[config.mk]
export PLATFORM = sky130hd
export DESIGN_NAME = wb_writer
export DESIGN_NICKNAME = d
export VERILOG_FILES = /design/src/rtl/wb_pkg.sv /design/src/rtl/wb_fifo.sv /design/src/rtl/wb_writer.sv
export SDC_FILE = /design/constraint.sdc
export NUM_CORES = 1
export LEC_CHECK = 0
export BUFFER_PORTS_ARGS = -buffer_cell sky130_fd_sc_hd__buf_4
export CAP_MARGIN = 30
export CORE_ASPECT_RATIO = 1.1
export CORE_UTILIZATION = 30
export DETAILED_ROUTE_END_ITERATION = 6
export GPL_TIMING_DRIVEN = 0
export HOLD_SLACK_MARGIN = 0.02
export PLACE_DENSITY = 0.48
export REMOVE_ABC_BUFFERS = 1
export SKIP_CTS_REPAIR_TIMING = 1
export SYNTH_ARGS = -nofsm -noshare
export SYNTH_HDL_FRONTEND = slang
export SYNTH_SLANG_ARGS = --single-unit
[constraint.sdc]
create_clock -name clk_i -period 3.61 [get_ports clk_i]
set_clock_uncertainty 0.05 [all_clocks]
set_input_delay 0 -clock clk_i [delete_from_list [all_inputs] [get_ports clk_i]]
set_output_delay 0 -clock clk_i [all_outputs]
set_load 0.01 [all_outputs]
[src/rtl/wb_pkg.sv]
// Shared types and widths for the write-back writer and its load-return queue.
package wb_pkg;

    localparam int XLEN   = 64;
    localparam int REG_AW = 5;

    // One queued load return; kill marks an entry overtaken by a younger ALU write.
    typedef struct packed {
        logic [REG_AW-1:0] rd;
        logic [XLEN-1:0]   data;
        logic              kill;
    } wb_entry_t;

endpackage

[src/rtl/wb_fifo.sv]
// Load-return queue: circular buffer with registered occupancy and a
// kill-by-rd port that marks every valid entry targeting a given register.
// With WB_HAZARD_EN defined, the entries and their valid mask are exported
// for hazard comparison.
module wb_fifo
    import wb_pkg::*;
#(
    parameter int DEPTH = 4
) (
    input  logic                     clk_i,
    input  logic                     rst_i,
    input  logic                     push_i,
    input  logic [REG_AW-1:0]        push_rd_i,
    input  logic [XLEN-1:0]          push_data_i,
    input  logic                     pop_i,
    output wb_entry_t                head_o,
    input  logic                     kill_en_i,
    input  logic [REG_AW-1:0]        kill_rd_i,
    output logic [$clog2(DEPTH):0]   count_o,
    output logic                     full_o,
    output logic                     empty_o
`ifdef WB_HAZARD_EN
    ,
    output wb_entry_t                entries_o [DEPTH],
    output logic [DEPTH-1:0]         valid_o
`endif
);

    localparam int PW = $clog2(DEPTH);
    localparam int CW = PW + 1;

    wb_entry_t       mem_q [DEPTH];
    logic [PW-1:0]   wr_ptr_q;
    logic [PW-1:0]   rd_ptr_q;
    logic [CW-1:0]   count_q;
    logic [DEPTH-1:0] valid;
    logic            push_ok;
    logic            pop_ok;

    assign full_o  = (count_q == CW'(DEPTH));
    assign empty_o = (count_q == '0);
    assign count_o = count_q;
    assign head_o  = mem_q[rd_ptr_q];
    assign push_ok = push_i && !full_o;
    assign pop_ok  = pop_i && !empty_o;

    // An entry is live when its distance from the read pointer is below the occupancy.
    for (genvar gi = 0; gi < DEPTH; gi++) begin : g_valid
        assign valid[gi] = ({1'b0, (PW'(gi) - rd_ptr_q)} < count_q);
    end

`ifdef WB_HAZARD_EN
    for (genvar gi = 0; gi < DEPTH; gi++) begin : g_export
        assign entries_o[gi] = mem_q[gi];
    end
    assign valid_o = valid;
`endif

    // Storage, pointers and occupancy; kills touch only entries already queued,
    // so a same-cycle push always lands with its kill bit clear.
    always_ff @(posedge clk_i or negedge rst_i) begin
        if (!rst_i) begin
            wr_ptr_q <= '0;
            rd_ptr_q <= '0;
            count_q  <= '0;
            for (int i = 0; i < DEPTH; i++) begin
                mem_q[i] <= '0;
            end
        end else begin
            for (int i = 0; i < DEPTH; i++) begin
                if (kill_en_i && valid[i] && (mem_q[i].rd == kill_rd_i)) begin
                    mem_q[i].kill <= 1'b1;
                end
            end
            if (push_ok) begin
                mem_q[wr_ptr_q] <= wb_entry_t'{rd: push_rd_i, data: push_data_i, kill: 1'b0};
                wr_ptr_q        <= wr_ptr_q + 1'b1;
            end
            if (pop_ok) begin
                rd_ptr_q <= rd_ptr_q + 1'b1;
            end
            count_q <= count_q + CW'(push_ok) - CW'(pop_ok);
        end
    end

endmodule

[src/rtl/wb_writer.sv]
// Write-back writer: merges an unstallable ALU result stream with queued load
// returns into one registered register-file write port. ALU wins each cycle;
// a starvation counter forces a one-cycle ALU stall so the queue head drains.
// Optional macro WB_HAZARD_EN enables the rs1/rs2 read-after-write hazard flags.
module wb_writer
    import wb_pkg::*;
#(
    parameter int DEPTH      = 4,
    parameter int STARVE_MAX = 8
) (
    input  logic                   clk_i,
    input  logic                   rst_i,
    input  logic                   alu_valid_i,
    input  logic [REG_AW-1:0]      alu_rd_i,
    input  logic [XLEN-1:0]        alu_data_i,
    output logic                   alu_stall_o,
    input  logic                   ld_valid_i,
    output logic                   ld_ready_o,
    input  logic [REG_AW-1:0]      ld_rd_i,
    input  logic [XLEN-1:0]        ld_data_i,
    output logic                   RegWrite_o,
    output logic [REG_AW-1:0]      RDaddr_o,
    output logic [XLEN-1:0]        RDdata_o,
    input  logic [REG_AW-1:0]      RS1addr_i,
    input  logic [REG_AW-1:0]      RS2addr_i,
    output logic                   rs1_pending_o,
    output logic                   rs2_pending_o,
    output logic [$clog2(DEPTH):0] q_count_o
);

    localparam int SW = $clog2(STARVE_MAX) + 1;

    wb_entry_t         head;
    logic              full;
    logic              empty;
    logic              push;
    logic              pop;
    logic              kill_en;

    logic              we_q,   we_d;
    logic [REG_AW-1:0] addr_q, addr_d;
    logic [XLEN-1:0]   data_q, data_d;
    logic [SW-1:0]     cnt_q,  cnt_d;
    logic              stall_q, stall_d;

`ifdef WB_HAZARD_EN
    wb_entry_t         entries [DEPTH];
    logic [DEPTH-1:0]  valid;
`endif

    assign ld_ready_o = !full;
    assign push       = ld_valid_i && ld_ready_o;
    assign kill_en    = alu_valid_i && (alu_rd_i != '0);

    wb_fifo #(.DEPTH(DEPTH)) u_fifo (
        .clk_i       (clk_i),
        .rst_i       (rst_i),
        .push_i      (push),
        .push_rd_i   (ld_rd_i),
        .push_data_i (ld_data_i),
        .pop_i       (pop),
        .head_o      (head),
        .kill_en_i   (kill_en),
        .kill_rd_i   (alu_rd_i),
        .count_o     (q_count_o),
        .full_o      (full),
        .empty_o     (empty)
`ifdef WB_HAZARD_EN
        ,
        .entries_o   (entries),
        .valid_o     (valid)
`endif
    );

    // Source selection: ALU first, else queue head; rd 0 and killed entries write nothing.
    always_comb begin
        we_d   = 1'b0;
        addr_d = addr_q;
        data_d = data_q;
        pop    = 1'b0;
        if (alu_valid_i) begin
            if (alu_rd_i != '0) begin
                we_d   = 1'b1;
                addr_d = alu_rd_i;
                data_d = alu_data_i;
            end
        end else if (!empty) begin
            pop = 1'b1;
            if ((head.rd != '0) && !head.kill) begin
                we_d   = 1'b1;
                addr_d = head.rd;
                data_d = head.data;
            end
        end
    end

    // Starvation: count consecutive ALU wins over a waiting load, stall once at the limit.
    always_comb begin
        cnt_d   = '0;
        stall_d = 1'b0;
        if (alu_valid_i && !empty) begin
            if (cnt_q == SW'(STARVE_MAX - 1)) begin
                stall_d = 1'b1;
            end else begin
                cnt_d = cnt_q + 1'b1;
            end
        end
    end

    // Registered write port and starvation state.
    always_ff @(posedge clk_i or negedge rst_i) begin
        if (!rst_i) begin
            we_q    <= 1'b0;
            addr_q  <= '0;
            data_q  <= '0;
            cnt_q   <= '0;
            stall_q <= 1'b0;
        end else begin
            we_q    <= we_d;
            addr_q  <= addr_d;
            data_q  <= data_d;
            cnt_q   <= cnt_d;
            stall_q <= stall_d;
        end
    end

    assign RegWrite_o  = we_q;
    assign RDaddr_o    = addr_q;
    assign RDdata_o    = data_q;
    assign alu_stall_o = stall_q;

`ifdef WB_HAZARD_EN
    logic [DEPTH-1:0] hit1;
    logic [DEPTH-1:0] hit2;

    // A source register is pending while a live, unkilled entry or the output register targets it.
    for (genvar gi = 0; gi < DEPTH; gi++) begin : g_hazard
        assign hit1[gi] = valid[gi] && !entries[gi].kill && (entries[gi].rd == RS1addr_i);
        assign hit2[gi] = valid[gi] && !entries[gi].kill && (entries[gi].rd == RS2addr_i);
    end

    assign rs1_pending_o = (RS1addr_i != '0) && ((|hit1) || (we_q && (addr_q == RS1addr_i)));
    assign rs2_pending_o = (RS2addr_i != '0) && ((|hit2) || (we_q && (addr_q == RS2addr_i)));
`else
    logic unused_rs_addr;
    assign unused_rs_addr = ^{RS1addr_i, RS2addr_i};
    assign rs1_pending_o  = 1'b0;
    assign rs2_pending_o  = 1'b0;
`endif

endmodule

## After elaboration in Yosys (flattened, before gate mapping)

Cells that the tools add are included.

- Register bits: 362
- Output and inout port bits: 77
- Word-level logic and storage cells: 98

- Add/subtract/negate cells: 9
- Magnitude comparators: 7
- Equal/unequal tests: 8
- Muxes and demuxes: 29
- Bitwise gates (word level): 2
- Reductions and logical operators: 23

Operator list:

| kind | number |
|---|---|
| bitwise mux 280 bit | 1 |
| two-way mux 64 bit | 4 |
| two-way mux 211 bit | 1 |
| two-way mux 70 bit | 3 |
| binary-select mux 70 bit (select 2 bit) | 1 |
| demux 70 bit (select 2 bit) | 1 |
| equality test 5 bit | 4 |
| two-way mux 5 bit | 4 |
| logical AND 1 bit | 15 |
| < comparator 2 x 3 -> 1 bit | 4 |
| two-way mux 1 bit | 12 |
| nonzero test 5 bit | 2 |
| two-way mux 4 bit | 2 |
| greater-or-equal comparator 3 bit, second input constant | 2 |
| NOT 2 -> 3 bit | 2 |
| adder 2 x 1 -> 2 bit, second input constant | 2 |
| adder 4 x 1 -> 4 bit, second input constant | 1 |
| equality test 4 x 3 -> 1 bit, second input constant | 1 |
| subtractor 1 x 2 -> 2 bit, first input constant | 2 |
| subtractor 2 bit, first input constant | 2 |
| adder 3 x 1 -> 3 bit | 1 |
| equality test 3 bit, second input constant | 1 |
| zero test 1 bit | 3 |
| zero test 3 bit | 1 |
| other kinds (6) | 6 |

## Logic depth before layout (Yosys ltp)

- Depth in word-level cells: 9
- Gate-level depth with buffers: 9
- Depth with buffers taken out: 7

## By module

From an unflattened synthesis, not the netlist that was laid out.

- Cell total of the unflattened synthesis: 1,015
- Area, all modules: 16,942.5 sq um

By module, submodules not included:

| module | times used | cells each | area an instance (sq um) | seq. area each (sq um) |
|---|---|---|---|---|
| wb_fifo | 1 | 759 | 12,911.1 | 7,181.9 |
| wb_writer | 1 | 256 | 4,031.4 | 1,876.8 |

## Worst setup path after synthesis

No wires, ideal clock.

- Path kind: reg2reg
- Start point: register u_fifo.rd_ptr_q[1]
- End point: register addr_q[0], in the netlist RDaddr_o[0]
- Library setup time: 122 ps
- Data arrival time: 2,391 ps
- Slack: 1,047 ps
- Stages on the path, launching flop included: 10
- Buffers on the path: 4
- Period minus slack after synthesis: 2,563 ps
- Cells stage by stage: dfrtp_1 buf_6 mux4_2 or3_1 or4_1 buf_2 buf_2 buf_2 a21oi_1 a21oi_2

- Longest elaborated chain between the ends: 8

RTL lines:

| what | line | text |
|---|---|---|
| start, declared | wb_fifo.sv:34 | `logic [PW-1:0] rd_ptr_q;` |
| start signal, assigned | wb_fifo.sv:80 | `rd_ptr_q <= rd_ptr_q + 1'b1;` |
| NOT 2 -> 3 bit (not written as such) (*) | wb_fifo.sv:43 | `assign head_o = mem_q[rd_ptr_q];` |
| binary-select mux 70 bit (select 2 bit) (*) | wb_fifo.sv:43 |  |
| two-way mux 70 bit (not written as such) (*) (2 in a row) | wb_fifo.sv:43 |  |
| nonzero test 5 bit or zero test 1 bit (tied branches) | wb_writer.sv:89 | `if ((head.rd != '0) && !head.kill) begin` |
| logical AND 1 bit | wb_writer.sv:89 |  |
| nonzero test 2 bit (no line) | n/a |  |
| AND reduction 3 bit (no line) | n/a |  |
| end signal, assigned | wb_writer.sv:120 | `addr_q <= addr_d;` |
| end, declared | wb_writer.sv:41 | `logic [REG_AW-1:0] addr_q, addr_d;` |

Mark *: on every way between the ends. The rest lies on a longest branch, timed or not. The select of a mux whose other input is x is not followed.
A chain may end at the register's enable or synchronous reset.

## Final worst setup path

- Start point: register u_fifo.rd_ptr_q[0]
- End point: register data_q[19], in the netlist RDdata_o[19]

- Longest elaborated chain between the ends: 8

RTL lines:

| what | line | text |
|---|---|---|
| NOT 2 -> 3 bit (not written as such) (*) | wb_fifo.sv:43 |  |
| binary-select mux 70 bit (select 2 bit) (*) | wb_fifo.sv:43 |  |
| two-way mux 70 bit (not written as such) (*) (2 in a row) | wb_fifo.sv:43 |  |
| nonzero test 5 bit or zero test 1 bit (tied branches) | wb_writer.sv:89 |  |
| logical AND 1 bit | wb_writer.sv:89 |  |
| nonzero test 2 bit (no line) | n/a |  |
| AND reduction 3 bit (no line) | n/a |  |
| end signal, assigned | wb_writer.sv:121 | `data_q <= data_d;` |
| end, declared | wb_writer.sv:42 | `logic [XLEN-1:0] data_q, data_d;` |

Marks and branches as above.

==> report_table.html <==
<table>
<tr><th>Metric</th><th>Value</th></tr>
<tr><th colspan="2">Floorplan</th></tr>
<tr><td>Core region area</td><td>53600 µm²</td></tr>
<tr><td>Number of top-level pins</td><td>229</td></tr>
<tr><td>Die Ht</td><td>246 µm</td></tr>
<tr><td>Die span in x</td><td>224 µm</td></tr>
<tr><td>Starting utilization of the core area</td><td>0.304</td></tr>
<tr><td>DIE AREA</td><td>55100 µm²</td></tr>
<tr><td>Standard-cell row count</td><td>89</td></tr>
<tr><th colspan="2">Critical path</th></tr>
<tr><td>Critical-path top delay cell</td><td>or4_4</td></tr>
<tr><td>Ordered list of cells on the worst path</td><td>buf_16 &gt; buf_16 &gt; mux4_2 &gt; or3_1 &gt; or4_4 &gt; and2_4 &gt; buf_12 &gt; a21oi_1</td></tr>
<tr><td>Kind of end point of the critical path</td><td>register</td></tr>
<tr><td>Arrival @ worst endpoint</td><td>~3700 ps</td></tr>
<tr><td>Max FO, Critical Path</td><td>40</td></tr>
<tr><td>Worst stage delay on the critical path</td><td>around 590 ps</td></tr>
<tr><td>Crit Path Category</td><td>reg2reg</td></tr>
<tr><td>Data required time at the worst endpoint</td><td>4030 ps</td></tr>
<tr><td>Most used cell along the critical path</td><td>buf_16</td></tr>
<tr><td>CP startpoint kind</td><td>register</td></tr>
<tr><th colspan="2">Cells and area</th></tr>
<tr><td>Antenna cell count</td><td>0</td></tr>
<tr><td>Util after Layout</td><td>0.405</td></tr>
<tr><td>Layout Area Growth over Synthesis</td><td>33.3%</td></tr>
<tr><td>Share of post-route cells with drive strength above 1</td><td>0.453</td></tr>
<tr><td>Number of nets in the final layout</td><td>1600</td></tr>
<tr><td>Final Non-Filler Cells</td><td>~2200</td></tr>
<tr><th colspan="2">Detailed routing</th></tr>
<tr><td>Remaining routing DRC violations</td><td>0</td></tr>
<tr><td>Detailed router's first-iteration violation count</td><td>439</td></tr>
<tr><td>Detail Route Antenna Nets</td><td>0</td></tr>
<tr><td>Count of TritonRoute iterations in the first routing pass</td><td>4</td></tr>
<tr><td>DR vias</td><td>between 10000 and 15000</td></tr>
<tr><td>Routed wire length per instance</td><td>approximately 19 µm</td></tr>
<tr><td>Vias per Instance</td><td>4.73</td></tr>
<tr><td>Final wirelength</td><td>41.7 mm</td></tr>
<tr><th colspan="2">Timing</th></tr>
<tr><td>Share of the cycle needed by the critical path after routing</td><td>0.920</td></tr>
<tr><td>Slew headroom</td><td>0.500</td></tr>
<tr><td>Max Transition Viols Final</td><td>0</td></tr>
<tr><td>Number of hold violations in the final report</td><td>0</td></tr>
<tr><td>Slew at the pin with the worst max-slew slack</td><td>751 ps</td></tr>
<tr><td>Setup repair after global routing missed its margin</td><td>no</td></tr>
<tr><td>Fmax</td><td>0.301 GHz</td></tr>
<tr><td>Final count of negative-setup-slack endpoints</td><td>0</td></tr>
<tr><td>Shortest clock period the worst path allows after layout</td><td>approximately 3300 ps</td></tr>
<tr><th colspan="2">Place</th></tr>
<tr><td>DP HPWL</td><td>24.9 mm</td></tr>
<tr><td>Dpl cells</td><td>1975</td></tr>
<tr><td>IO Port Bufs</td><td>~220</td></tr>
<tr><td>Placer's final routability congestion estimate</td><td>0.702</td></tr>
<tr><th colspan="2">Synthesis</th></tr>
<tr><td>Dominant cell by count in the synthesized netlist</td><td>dfrtp_1</td></tr>
<tr><td>Number of warnings issued by yosys</td><td>0</td></tr>
<tr><td>Top post-synthesis cells by count</td><td>362 x dfrtp_1, 276 x mux2_2, 134 x a21oi_1, 70 x mux4_2, 69 x mux2i_1</td></tr>
<tr><td>Sequential cell area fraction in the yosys report</td><td>0.557</td></tr>
<tr><td>Dominant cells by area after synthesis</td><td>dfrtp_1 56%, mux2_2 19%, mux4_2 9.7%</td></tr>
<tr><td>Most area-hungry cell type in the Yosys netlist</td><td>dfrtp_1</td></tr>
<tr><td>Main flop type after synthesis</td><td>dfrtp_1</td></tr>
<tr><td>Number of enable-type register cells in the synthesized netlist</td><td>0</td></tr>
<tr><td>Share of the synthesized area in the top cell type</td><td>0.557</td></tr>
<tr><td>Mapped Cells</td><td>1100</td></tr>
<tr><td>FF+latch count, synth</td><td>about 360</td></tr>
<tr><td>Library cells used by synthesis</td><td>29</td></tr>
<tr><td>Mean cell area of the mapped netlist</td><td>14.8 µm²</td></tr>
<tr><td>Post-synth ARST share</td><td>1.00</td></tr>
<tr><td>Area of the mapped netlist</td><td>16300 µm²</td></tr>
<tr><th colspan="2">Clock network</th></tr>
<tr><td>Register clock-pin slew on the reported worst setup and hold paths</td><td>~60 ps</td></tr>
<tr><td>Clock tree root driver cell</td><td>clkbuf_16</td></tr>
<tr><td>Clock latency of the later-clocked register in the worst-skew pair</td><td>550 ps</td></tr>
<tr><td>TritonCTS clock tree</td><td>done</td></tr>
<tr><td>H-Tree Depth</td><td>2</td></tr>
<tr><td>Number of buffers on the longest clock path</td><td>3</td></tr>
<tr><td>Total clock sinks</td><td>roughly 360</td></tr>
<tr><td>Number of buffers created by CTS</td><td>43</td></tr>
<tr><th colspan="2">Global route</th></tr>
<tr><td>Global-route wire length before repair</td><td>63.6 mm</td></tr>
<tr><td>Leftover overflow at the end of global routing</td><td>0</td></tr>
<tr><td>Vias in the first global route</td><td>~11000</td></tr>
<tr><td>Pin count of the biggest net entering global routing</td><td>103</td></tr>
<tr><td>GRT Overall Usage</td><td>0.150</td></tr>
<tr><td>Initial antenna violation count</td><td>1</td></tr>
<tr><th colspan="2">Power</th></tr>
<tr><td>Combinational Power Share</td><td>0.405</td></tr>
<tr><td>Leak pwr</td><td>9.40 nW</td></tr>
<tr><td>Clock network power share</td><td>0.218</td></tr>
<tr><td>Internal power</td><td>0.0131 W</td></tr>
<tr><td>Worst voltage drop across the vdd grid</td><td>0.000404 V</td></tr>
<tr><td>Reg power frac</td><td>0.377</td></tr>
<tr><td>Switching power total</td><td>0.00607 W</td></tr>
<tr><td>Total power per unit cell area</td><td>883 nW/µm²</td></tr>
<tr><td>Sw Share</td><td>0.317</td></tr>
<tr><th colspan="2">Status</th></tr>
<tr><td>Result of the run</td><td>completed</td></tr>
<tr><th colspan="2">Run</th></tr>
<tr><td>Max-Cap Viols</td><td>0</td></tr>
<tr><th colspan="2">Hold path</th></tr>
<tr><td>Class of the tightest hold or removal check</td><td>in2reg</td></tr>
</table>
[power groups by stage]
| stage | registers (W) | clock network, W | logic, W |
|---|---|---|---|
| 6_report | 0.00723 | 0.00417 | 0.00775 |
| 5_1_grt | 0.00749 | 0.00451 | 0.00848 |
| 4_1_cts | 0.00731 | 0.00435 | 0.00765 |
| 3_5_place_dp | 0.00737 | 0 | 0.00764 |
| 3_3_place_gp | 0.00765 | 0 | 0.00720 |
| 2_1_floorplan | 0.00744 | 0 | 0.00488 |
[worst max-delay path, delay by kind of cell (launching register included)]
| family | cells | cell delay, ps |
|---|---|---|
| DFF | 1 | 450 |
| buffers and inverters | 3 | 840 |
| muxes | 1 | 360 |
| AOI/OAI and AO/OA | 1 | 170 |
| and+or+nand+nor | 3 | 1320 |
[registers in the layout (all words and copies together) (netlist names), 2 cells and up]
| name | count |
|---|---|
| cnt_q | 4 |
| RDaddr_o | 5 |
| u_fifo.rd_ptr_q | 2 |
| u_fifo.count_o | 3 |
| u_fifo.mem_q | 280 |
| u_fifo.wr_ptr_q | 2 |
| RDdata_o | 64 |
[final timing paths]
check,slack (ps),depth (start not counted),startpoint,end
min,70,3,alu_valid_i,RDdata_o[2]
max,290,8,u_fifo.rd_ptr_q[0],RDdata_o[19]
max reg2reg,290,8,u_fifo.rd_ptr_q[0],RDdata_o[19]
max in group asynchronous,1700,5,rst_i,u_fifo.mem_q[151]
min in group asynchronous,450,3,rst_i,u_fifo.mem_q[46]
min reg2reg,420,1,cnt_q[0],cnt_q[0]
[through the flow]
stage               setup WS, ps  power [W]  hold WS [ps]  area [µm²]  TNS [ps]
finish                       289     0.0191          69.3       21700         0
global route                48.2     0.0205          77.1       21700         0
CTS                         -153     0.0193          -648       20200     -4210
detailed placement          -122     0.0150         -29.3       18800     -3630
global placement           -7750     0.0148           211       18400  -1408700
floorplan                  -2830     0.0123          -346       15900   -198490
[layout make-up]
type	count	area (µm²)
well taps	728	911
clock buffers	65	1300
clock inverters	11	57.6
multi-input cells	646	6810
fillers	5038	31900
inverters	9	33.8
flip-flops and latches	362	9070
repair buffers	374	3500
[cells in the final DEF, fill, tap and decap left out, types with 2 or more instances in the layout]
| master | count |
|---|---|
| a21oi_1 | 134 |
| a21oi_2 | 9 |
| buf_16 | 15 |
| buf_4 | 216 |
| clkbuf_1 | 10 |
| clkbuf_16 | 46 |
| clkbuf_8 | 10 |
| clkinv_2 | 10 |
| conb_1 | 2 |
| dfrtp_1 | 360 |
| dfrtp_4 | 2 |
| dlygate4sd3_1 | 140 |
| ha_1 | 11 |
| inv_1 | 9 |
| mux2_2 | 276 |
| mux2i_1 | 69 |
| mux4_2 | 70 |
| nand2_1 | 4 |
| nand2_4 | 4 |
| nand2b_1 | 2 |
| nand3_1 | 6 |
| nor2_1 | 6 |
| nor3_1 | 5 |
| nor4_1 | 4 |
| o21a_1 | 5 |
| o21ai_0 | 5 |
| xnor2_1 | 16 |
| xor2_1 | 11 |
[logic make-up (layout without fill, tap and decap cells)]
group | Yosys count | count (layout) | share of synthesized area
other cells | 1 | 2 | 0.000231
simple gates | 37 | 37 | 0.0114
fa+ha+maj | 12 | 12 | 0.00970
compound gates | 153 | 153 | 0.0499
mux | 415 | 415 | 0.331
xor+xnor | 27 | 27 | 0.0145
buf+inv | 93 | 459 | 0.0265
flops | 362 | 362 | 0.557
[metal layers]
metal	global-route usage	vias up	routed length, µm
met5	0	-	13
met4	0.0413	2	783
met3	0.0339	48	1520
met2	0.246	172	20200
met1	0.200	5438	19200
li1	-	4724	-
Note: power is estimated with default switching activity, not from simulation.
